$ cat config.mk
export PLATFORM = sky130hd
export DESIGN_NAME = video_pattern_gen
export DESIGN_NICKNAME = d
export VERILOG_FILES = /design/src/rtl/video_pattern_pkg.sv /design/src/rtl/video_raster_cnt.sv /design/src/rtl/video_pattern_gen.sv
export SDC_FILE = /design/constraint.sdc
export NUM_CORES = 1
export LEC_CHECK = 0
export CAP_MARGIN = 20
export CORE_MARGIN = 1.5
export CORE_UTILIZATION = 50
export CTS_CLUSTER_DIAMETER = 40
export DETAILED_ROUTE_END_ITERATION = 8
export PLACE_DENSITY = 0.73
export SLEW_MARGIN = 5
export SYNTH_ARGS = -nofsm -noshare
export SYNTH_HDL_FRONTEND = slang
export SYNTH_HIERARCHICAL = 1
export SYNTH_SLANG_ARGS = --single-unit
$ cat constraint.sdc
create_clock -name clk_i -period 6.2 [get_ports clk_i]
set_input_delay 1.24 -clock clk_i [delete_from_list [all_inputs] [get_ports clk_i]]
set_output_delay 1.24 -clock clk_i [all_outputs]
set_load 0.02 [all_outputs]
$ cat src/rtl/video_pattern_pkg.sv
// Shared constants for the video pattern generator: TRS words, blanking
// levels, 75% colour bar table and the XYZ protection-word helper.
package video_pattern_pkg;

    localparam logic [9:0] TRS_ONES  = 10'h3FF;
    localparam logic [9:0] TRS_ZEROS = 10'h000;
    localparam logic [9:0] BLANK_Y   = 10'h040;
    localparam logic [9:0] BLANK_C   = 10'h200;

    localparam int NUM_BARS = 8;

    // Element [0] is white, [7] is black.
    localparam logic [NUM_BARS-1:0][9:0] BAR_Y = {
        10'd64,  10'd139, 10'd260, 10'd335,
        10'd450, 10'd525, 10'd646, 10'd721
    };
    localparam logic [NUM_BARS-1:0][9:0] BAR_CB = {
        10'd512, 10'd848, 10'd448, 10'd771,
        10'd253, 10'd589, 10'd176, 10'd512
    };
    localparam logic [NUM_BARS-1:0][9:0] BAR_CR = {
        10'd512, 10'd481, 10'd848, 10'd817,
        10'd207, 10'd176, 10'd543, 10'd512
    };

    typedef enum logic [1:0] {
        PH_EAV,
        PH_HBLANK,
        PH_SAV,
        PH_ACTIVE
    } phase_t;

    // Fourth TRS word with its protection bits.
    function automatic logic [9:0] trs_xyz(input logic f,
                                           input logic v,
                                           input logic h);
        return {1'b1, f, v, h, v ^ h, f ^ h, f ^ v, f ^ v ^ h, 2'b00};
    endfunction

endpackage

$ cat src/rtl/video_raster_cnt.sv
// Raster position counters (hc, vc) advanced by cen_i, plus line-phase,
// TRS word index and h/v blanking decodes of the current position.
// Ports: clk_i, rst_n_i, cen_i in; hc_o, vc_o, phase_o, trs_idx_o, h_o, v_o out.
module video_raster_cnt
    import video_pattern_pkg::*;
#(
    parameter int H_ACTIVE = 1920,
    parameter int H_TOTAL  = 2200,
    parameter int V_ACTIVE = 1080,
    parameter int V_TOTAL  = 1125
) (
    input  logic                       clk_i,
    input  logic                       rst_n_i,
    input  logic                       cen_i,
    output logic [$clog2(H_TOTAL)-1:0] hc_o,
    output logic [$clog2(V_TOTAL)-1:0] vc_o,
    output logic [1:0]                 phase_o,
    output logic [1:0]                 trs_idx_o,
    output logic                       h_o,
    output logic                       v_o
);

    localparam int HW = $clog2(H_TOTAL);
    localparam int VW = $clog2(V_TOTAL);
    localparam int HB = H_TOTAL - H_ACTIVE;

    localparam logic [HW-1:0] H_LAST  = HW'(H_TOTAL - 1);
    localparam logic [HW-1:0] HB_L    = HW'(HB);
    localparam logic [HW-1:0] SAV_L   = HW'(HB - 4);
    localparam logic [HW-1:0] EAV_END = HW'(4);
    localparam logic [VW-1:0] V_LAST  = VW'(V_TOTAL - 1);
    localparam logic [VW-1:0] VA_L    = VW'(V_ACTIVE);
    // SAV need not start on a multiple of 4; index is taken mod 4.
    localparam logic [1:0]    SAV_PH  = SAV_L[1:0];

    logic [HW-1:0] hc;
    logic [VW-1:0] vc;

    always_ff @(posedge clk_i or negedge rst_n_i) begin
        if (!rst_n_i) begin
            hc <= '0;
            vc <= '0;
        end else if (cen_i) begin
            if (hc == H_LAST) begin
                hc <= '0;
                vc <= (vc == V_LAST) ? '0 : vc + 1'b1;
            end else begin
                hc <= hc + 1'b1;
            end
        end
    end

    always_comb begin
        phase_o   = PH_ACTIVE;
        trs_idx_o = 2'd0;
        if (hc < EAV_END) begin
            phase_o   = PH_EAV;
            trs_idx_o = hc[1:0];
        end else if (hc < SAV_L) begin
            phase_o   = PH_HBLANK;
        end else if (hc < HB_L) begin
            phase_o   = PH_SAV;
            trs_idx_o = hc[1:0] - SAV_PH;
        end
    end

    assign hc_o = hc;
    assign vc_o = vc;
    assign h_o  = (hc < HB_L);
    assign v_o  = (vc >= VA_L);

endmodule

$ cat src/rtl/video_pattern_gen.sv
// Progressive raster source with SAV/EAV, 75% bars or flat colour, 4:2:2.
// Ports: clk_i, rst_n_i, cen_i, pattern_sel_i, colour_i in; fvht_o, video_o, sof_o out.
module video_pattern_gen
    import video_pattern_pkg::*;
#(
    parameter int H_ACTIVE = 1920,
    parameter int H_TOTAL  = 2200,
    parameter int V_ACTIVE = 1080,
    parameter int V_TOTAL  = 1125
) (
    input  logic        clk_i,
    input  logic        rst_n_i,
    input  logic        cen_i,
    input  logic        pattern_sel_i,
    input  logic [29:0] colour_i,
    output logic [3:0]  fvht_o,
    output logic [19:0] video_o,
    output logic        sof_o
);

    localparam int HW    = $clog2(H_TOTAL);
    localparam int VW    = $clog2(V_TOTAL);
    localparam int BAR_W = H_ACTIVE / NUM_BARS;
    localparam int BW    = $clog2(BAR_W);

    localparam logic [BW-1:0] BAR_LAST = BW'(BAR_W - 1);

    logic [HW-1:0] hc;
    logic [VW-1:0] vc;
    logic [1:0]    phase_raw;
    phase_t        phase;
    logic [1:0]    trs_idx;
    logic          h;
    logic          v;
    logic          frame_start;

    logic          pat_flat;
    logic [29:0]   pat_colour;
    logic [BW-1:0] bar_cnt;
    logic [2:0]    bar_idx;
    logic          cb_phase;

    logic [9:0]    trs_word;
    logic [9:0]    nxt_y;
    logic [9:0]    nxt_c;
    logic          nxt_t;

    video_raster_cnt #(
        .H_ACTIVE (H_ACTIVE),
        .H_TOTAL  (H_TOTAL),
        .V_ACTIVE (V_ACTIVE),
        .V_TOTAL  (V_TOTAL)
    ) u_cnt (
        .clk_i     (clk_i),
        .rst_n_i   (rst_n_i),
        .cen_i     (cen_i),
        .hc_o      (hc),
        .vc_o      (vc),
        .phase_o   (phase_raw),
        .trs_idx_o (trs_idx),
        .h_o       (h),
        .v_o       (v)
    );

    assign phase       = phase_t'(phase_raw);
    assign frame_start = (hc == '0) && (vc == '0);
    // Bar width is even, so the low bit of the in-bar count gives p parity.
    assign cb_phase    = ~bar_cnt[0];

    // Pattern is frozen for a whole frame, sampled on its first word.
    always_ff @(posedge clk_i or negedge rst_n_i) begin
        if (!rst_n_i) begin
            pat_flat   <= 1'b0;
            pat_colour <= '0;
        end else if (cen_i && frame_start) begin
            pat_flat   <= pattern_sel_i;
            pat_colour <= colour_i;
        end
    end

    always_ff @(posedge clk_i or negedge rst_n_i) begin
        if (!rst_n_i) begin
            bar_cnt <= '0;
            bar_idx <= '0;
        end else if (cen_i) begin
            if (phase == PH_ACTIVE) begin
                if (bar_cnt == BAR_LAST) begin
                    bar_cnt <= '0;
                    bar_idx <= bar_idx + 3'd1;
                end else begin
                    bar_cnt <= bar_cnt + 1'b1;
                end
            end else begin
                bar_cnt <= '0;
                bar_idx <= '0;
            end
        end
    end

    always_comb begin
        trs_word = TRS_ZEROS;
        nxt_y    = BLANK_Y;
        nxt_c    = BLANK_C;
        nxt_t    = 1'b0;
        unique case (phase)
            PH_EAV, PH_SAV: begin
                unique case (trs_idx)
                    2'd0: begin
                        trs_word = TRS_ONES;
                        nxt_t    = 1'b1;
                    end
                    2'd3: trs_word = trs_xyz(1'b0, v, phase == PH_EAV);
                    default: trs_word = TRS_ZEROS;
                endcase
                nxt_y = trs_word;
                nxt_c = trs_word;
            end
            PH_HBLANK: begin
            end
            PH_ACTIVE: begin
                if (!v) begin
                    if (pat_flat) begin
                        nxt_y = pat_colour[29:20];
                        nxt_c = cb_phase ? pat_colour[19:10]
                                         : pat_colour[9:0];
                    end else begin
                        nxt_y = BAR_Y[bar_idx];
                        nxt_c = cb_phase ? BAR_CB[bar_idx]
                                         : BAR_CR[bar_idx];
                    end
                end
            end
            default: begin
            end
        endcase
    end

    always_ff @(posedge clk_i or negedge rst_n_i) begin
        if (!rst_n_i) begin
            video_o <= {BLANK_Y, BLANK_C};
            fvht_o  <= 4'b0110;
            sof_o   <= 1'b0;
        end else if (cen_i) begin
            video_o <= {nxt_y, nxt_c};
            fvht_o  <= {1'b0, v, h, nxt_t};
            sof_o   <= frame_start;
        end
    end

endmodule

Word-level counts from Yosys, hierarchy flattened
Memory sizes are Yosys's and may differ from the RTL's.
Index checks and enable logic that the tools add are counted.
{"block": "word_totals", "reg_bits": 89, "mem_bits_ro": 240, "in_bits": 34, "out_inout_bits": 25, "wordCells": 64, "mem_count": 3}
{"memory": "(no name shown)", "words": 8, "word_bits": 10, "read_ports": 1, "rd_ports_with_merged_regs": 0, "wr": 0, "line": "video_pattern_gen.sv:129", "rtl": ": BAR_CR[bar_idx];"}
{"memory": "(no name shown)", "words": 8, "word_bits": 10, "read_ports": 1, "rd_ports_with_merged_regs": 0, "wr": 0, "line": "video_pattern_gen.sv:128", "rtl": "nxt_c = cb_phase ? BAR_CB[bar_idx]"}
{"memory": "(no name shown)", "words": 8, "word_bits": 10, "read_ports": 1, "rd_ports_with_merged_regs": 0, "wr": 0, "line": "video_pattern_gen.sv:127", "rtl": "nxt_y = BAR_Y[bar_idx];"}
{"block": "classes", "addsub": 4, "magnitude_cmp": 5, "n_eq_ne": 7, "mux": 26, "n_bitwise": 1, "reduce_logical": 9}
{"op": "$mux W10", "count": 9}
{"op": "$pmux W10 S2", "count": 3}
{"op": "$lt A12 B9 Y1 const B", "count": 2}
{"op": "$mux W8", "count": 2}
{"op": "$add A12 B1 Y12 const B", "count": 1}
{"op": "$eq A12 B12 Y1 const B", "count": 1}
{"op": "$logic_not A12 Y1", "count": 1}
{"op": "$lt A12 B3 Y1 const B", "count": 1}
{"op": "$mux W12", "count": 1}
{"op": "$add A11 B1 Y11 const B", "count": 1}
{"op": "$eq A11 B11 Y1 const B", "count": 1}
{"op": "$ge A11 B11 Y1 const B", "count": 1}
{"op": "$logic_not A11 Y1", "count": 1}
{"op": "$mux W11", "count": 1}
{"op": "$mux W2", "count": 5}
{"op": "$add A8 B1 Y8 const B", "count": 1}
{"op": "$eq A8 B8 Y1 const B", "count": 1}
{"op": "$eq A2 B2 Y1 const B", "count": 3}
{"op": "$mux W3", "count": 2}
{"op": "$logic_not A2 Y1", "count": 2}
{"op": "$lt A3 B4 Y1 const B", "count": 1}
{"op": "$reduce_and A2 Y1", "count": 2}
{"op": "$add A3 B1 Y3 const B", "count": 1}
{"op": "$mux W1", "count": 3}
{"op": "4 further kinds", "count": 5}

Depth between registers and ports, before layout
{"block": "logic_depth", "word_depth": 8, "depth_mapped": 11, "ltp_nobuf": 10}

Modules after synthesis
Netlist, hierarchy kept.
{"module": "video_pattern_gen", "n_inst": 1, "cells_per_inst": 302, "area_each_um2": 3364.5, "seq_area_each_um2": 1656.6}
{"module": "video_raster_cnt", "n_inst": 1, "cells_per_inst": 150, "area_each_um2": 1397.6, "seq_area_each_um2": 575.6}

Least setup slack after synthesis
OpenSTA, ideal clock, no wires.
{"block": "synth_path", "kind": "reg-to-reg", "start": "reg u_cnt.hc[10] (netlist: u_cnt/hc_o[10])", "end": "reg bar_idx[0]", "setup_time_ps": 125, "arrival_time_ps": 2743, "required_ps": 6075, "path_slack_ps": 3332, "stages_incl_launch_ff": 9, "n_path_buf": 2, "synth_period_minus_slack_ps": 2868, "path_cell_list": "dfrtp_1 or4_4 or4_2 or2_2 buf_2 nand2_1 o21a_1 buf_2 mux2_2"}
{"block": "synth_via", "elab_chain_cells": 7, "elab_cells_between_ends": 10, "cone_classes": "3 x order compare; 2 x eq/ne; 4 x mux; 1 x reduce/logical"}
{"item": "from (decl)", "line": "video_raster_cnt.sv:36", "rtl": "logic [HW-1:0] hc;"}
{"item": "from (signal assigned)", "line": "video_raster_cnt.sv:48", "rtl": "hc <= hc + 1'b1;"}
{"item": "$lt A12 B9 Y1", "line": "video_raster_cnt.sv:61", "rtl": "end else if (hc < HB_L) begin"}
{"item": "$mux W1", "line": "video_raster_cnt.sv:61"}
{"item": "$mux W2", "line": "video_raster_cnt.sv:59", "rtl": "end else if (hc < SAV_L) begin"}
{"item": "$mux W2 *", "line": "video_raster_cnt.sv:56", "rtl": "if (hc < EAV_END) begin"}
{"item": "via phase[0]", "line": "video_pattern_gen.sv:31", "rtl": "phase_t phase;"}
{"item": "$eq A2 B2 Y1 *", "line": "video_pattern_gen.sv:86", "rtl": "if (phase == PH_ACTIVE) begin"}
{"item": "$ne A2 B1 Y1 (no source line)"}
{"item": "$reduce_and A2 Y1 (no source line)"}
{"item": "to (signal assigned)", "line": "video_pattern_gen.sv:89", "rtl": "bar_idx <= bar_idx + 3'd1;"}
{"item": "to (decl)", "line": "video_pattern_gen.sv:40", "rtl": "logic [2:0] bar_idx;"}
The timed path passes the listed nets; every way through them passes the cells marked *.
A chain may end at the register's enable or synchronous reset.

Final worst setup path
{"block": "layout_path", "start": "reg u_cnt.hc[10] (netlist: u_cnt/hc_o[10])", "end": "reg video_o[6]"}
{"block": "layout_via", "elab_chain_cells": 7, "elab_cells_between_ends": 17, "cone_classes": "3 x order compare; 3 x eq/ne; 8 x mux; 3 x reduce/logical"}
{"item": "$lt A12 B9 Y1", "line": "video_raster_cnt.sv:61"}
{"item": "$mux W2", "line": "video_raster_cnt.sv:61"}
{"item": "$mux W2", "line": "video_raster_cnt.sv:59"}
{"item": "$mux W2 *", "line": "video_raster_cnt.sv:56"}
{"item": "via trs_idx[0]", "line": "video_pattern_gen.sv:32", "rtl": "logic [1:0] trs_idx;"}
{"item": "$eq A2 B2 Y1 or $logic_not A2 Y1 (tied branches)", "line": "video_pattern_gen.sv:107", "rtl": "unique case (trs_idx)"}
{"item": "$pmux W10 S2 *", "line": "video_pattern_gen.sv:107"}
{"item": "$pmux W10 S2 *", "line": "video_pattern_gen.sv:105", "rtl": "unique case (phase)"}
{"item": "to (signal assigned)", "line": "video_pattern_gen.sv:140", "rtl": "video_o <= {BLANK_Y, BLANK_C};"}
{"item": "to (signal assigned)", "line": "video_pattern_gen.sv:144", "rtl": "video_o <= {nxt_y, nxt_c};"}
{"item": "to (decl)", "line": "video_pattern_gen.sv:17", "rtl": "output logic [19:0] video_o,"}
Marks and branches as above.

==> metrics <==
status finished clean; Final TNS setup 0 ns; Cells after DPL 614; Placed Area between 5000 and 6000 sq um; Data required, critical path approximately 6.5 ns; maximum level of the CTS H-tree 3; Layout Cells excl Fill between 600 and 700; Synth async-reset ratio 1.00; Ports 59; Initial Utilization 0.515; Max-Cap Viols 0; Logic pwr share 0.131; period utilization 0.525; CTS resizes 0; PD cells approximately 240 nW/um^2; Clock power frac 0.337; layout cell share with drive strength beyond 1 0.132; DRC 0; Synth warnings 6; total core area roughly 9000 sq um; Vias/cell approximately 5.7; register area share after synthesis 0.469; Worst-Margin Slew 0.906 ns; Post-CTS Hold Buffers 0; initial antenna violation count 0; worst-path maximum fanout 5; post-layout min period between 3 and 4 ns; CTS Buf Count 9; Final WS setup just under 3 ns; CTS Buffer Depth 2; gr ovfl total 0; Post-CTS Setup Repair Bufs 0; Setup Skew ~0.013 ns; number of synthesized register bits between 80 and 90; clk root buf clkbuf_8; Cells after Synth roughly 450; GR Util All Layers 0.213; number of global-route vias before repair 3496; DRT iter0 DRCs 214; static leakage roughly 0.0024 uW; Synthesized Nets approximately 500; setup slack at placement 2.75 ns; Setup CP Type reg -> reg; number of port buffers 57; Peak VDD IR ~0.00014 V; internal power roughly 940 uW; CP Launch Type flop; Max Slew Vio Count 0; die extent in x between 100 and 150 microns; Sink Count 89; antenna fix cells 0; final instance area between 5000 and 6000 sq um; global-route wire length before repair roughly 17 mm; Worst-path clk slew about 0.10 ns; Net Sw Frac 0.282; drt total wl 10.2 mm; Reg power frac 0.532; Syn Area/Cell 10.5 sq um; Skew-Pair Late Insertion Delay 0.36 ns; TritonCTS clock tree done; RSZ-0062 raised after global routing no; Fillers slightly below 800; die area between 10000 and 15000 sq um; dominant synthesized flop cell dfrtp_1; Distinct cells, synth 63; Wirelength per Cell approximately 16 microns; Rows 35; Antenna Nets Post-Route 0; hold_ws 0.497 ns; Psw 370 uW; RD Place Congestion around 0.87; Post-layout nets ~540; Post-synth EDFFs 0; Vias 3597; first drt pass iteration count 4; area grow syn2layout 16.6%; largest net degree at the start of global routing 68; fmax about 300 MHz; Die H 101 microns; Critical Path Sink Type flop; Hold Crit Class reg -> reg; Rel. slew slack 0.396; DP Wirelength ~7 mm; final setup fails 0; Worst Path Arrival approximately 3.6 ns; Cell Area, Synth about 4800 sq um; Fin. Hold Viols 0
per-layer routing:
metal	part of all wire	GRT usage
met5	0	0
met4	0.0085	0.0758
met3	0.046	0.0333
met2	0.46	0.318
met1	0.49	0.317
Yosys cell counts (all sizes together) (2+ instances only):
| library cell | number | area, sq um |
|---|---|---|
| or3 | 2 | 12.5 |
| a31o | 2 | 17.5 |
| a221o | 6 | 60.1 |
| and3 | 7 | 43.8 |
| buf | 14 | 85.1 |
| a31oi | 7 | 43.8 |
| nand4 | 14 | 87.6 |
| dfstp | 4 | 105 |
| o31ai | 4 | 30.0 |
| mux2i | 11 | 110 |
| o211ai | 4 | 30.0 |
| dfrtp | 85 | 2130 |
| ha | 13 | 163 |
| nand2b | 8 | 50.1 |
| o21ai | 22 | 110 |
| mux4 | 4 | 90.1 |
| mux2 | 37 | 417 |
| a21oi | 27 | 135 |
| nand3 | 13 | 65.1 |
| a41oi | 2 | 17.5 |
| xnor2 | 6 | 52.6 |
| or4 | 5 | 47.6 |
| o22ai | 3 | 18.8 |
| a21boi | 2 | 15.0 |
| nor2 | 33 | 126 |
| nand3b | 2 | 15.0 |
| o2bb2ai | 4 | 35.0 |
| clkbuf | 12 | 65.1 |
| and2 | 5 | 31.3 |
| nor3 | 6 | 30.0 |
| a32oi | 2 | 17.5 |
| inv | 18 | 67.6 |
| nand2 | 31 | 116 |
| nor4 | 8 | 56.3 |
| nor2b | 4 | 25.0 |
| xor2 | 9 | 78.8 |
path summary, 6_finish.rpt:
kind	startpoint	end	slack, ns	cells after the start
worst min register to register	pat_colour[7]$_DFFE_PN0P_	pat_colour[7]$_DFFE_PN0P_	0.50	1
worst max register to register	u_cnt/hc_o[10]$_DFFE_PN0P_	video_o[6]$_DFFE_PN0P_	2.94	9
max in group asynchronous	rst_n_i	bar_idx[1]$_DFFE_PN0P_	4.33	2
worst max-delay path	u_cnt/hc_o[10]$_DFFE_PN0P_	video_o[6]$_DFFE_PN0P_	2.94	9
worst min-delay path	pat_colour[7]$_DFFE_PN0P_	pat_colour[7]$_DFFE_PN0P_	0.50	1
min in group asynchronous	rst_n_i	u_cnt/hc_o[10]$_DFFE_PN0P_	0.77	1
placed cells by master (no fill, tap or decap), drive strengths merged, types with 5 or more instances in the layout:
master         count
inv               19
a221o              6
xor2               9
dfrtp             85
nor2              33
nand2b             8
or4                5
nand3             13
o21ai             22
clkdlybuf4s50     56
a31oi              7
a21oi             27
nand2             31
nor3               6
ha                13
and2               5
xnor2              6
mux2i             11
nand4             14
nor4               8
mux2              37
clkbuf            10
and3               7
metrics by stage:
step           utilization  power [uW]
2_1_floorplan            -         839
3_3_place_gp         0.577         870
3_5_place_dp         0.577         878
4_1_cts              0.601        1320
5_1_grt              0.601        1370
6_report             0.601        1310
state kept, by name, indices dropped and copies added, names as in the netlist:
register,flops
bar_cnt,8
bar_idx,3
fvht_o,3
pat_colour,30
pat_flat,1
sof_o,1
u_cnt/hc_o,12
u_cnt/vc_o,11
video_o,20
logic make-up after synthesis:
family | share of synthesized area
other cells | 0.000787
compound gates | 0.128
buf+inv | 0.0526
mux | 0.130
flops | 0.469
xor+xnor | 0.0276
fa+ha+maj | 0.0342
simple gates | 0.159
layout make-up:
type	count	area, sq um	share of cell area
well taps	129	161	0.0291
repair buffers	60	591	0.106
clock inverters	6	91.3	0.0165
inverters	18	67.6	0.0122
multi-input cells	318	2280	0.411
clock buffers	10	128	0.0230
flip-flops and latches	89	2230	0.402
power groups by stage:
| stage | combinational [uW] | sequential [uW] | clock (uW) |
|---|---|---|---|
| 2_1_floorplan | 181 | 658 | 0 |
| 3_3_place_gp | 165 | 705 | 0 |
| 3_5_place_dp | 170 | 708 | 0 |
| 4_1_cts | 173 | 696 | 448 |
| 5_1_grt | 196 | 707 | 472 |
| 6_report | 172 | 697 | 442 |
critical path, stage by stage, from the launching register on:
cell and delay [ns]:
dfrtp_1 0.43, or4_4 0.59, or4_2 0.60, nor3b_1 0.28, inv_1 0.11, ha_1 0.36, nor2_1 0.24, o21ai_0 0.23
nor2_1 0.23, a221o_1 0.15
No activity file was read; power rests on OpenSTA's default activity.
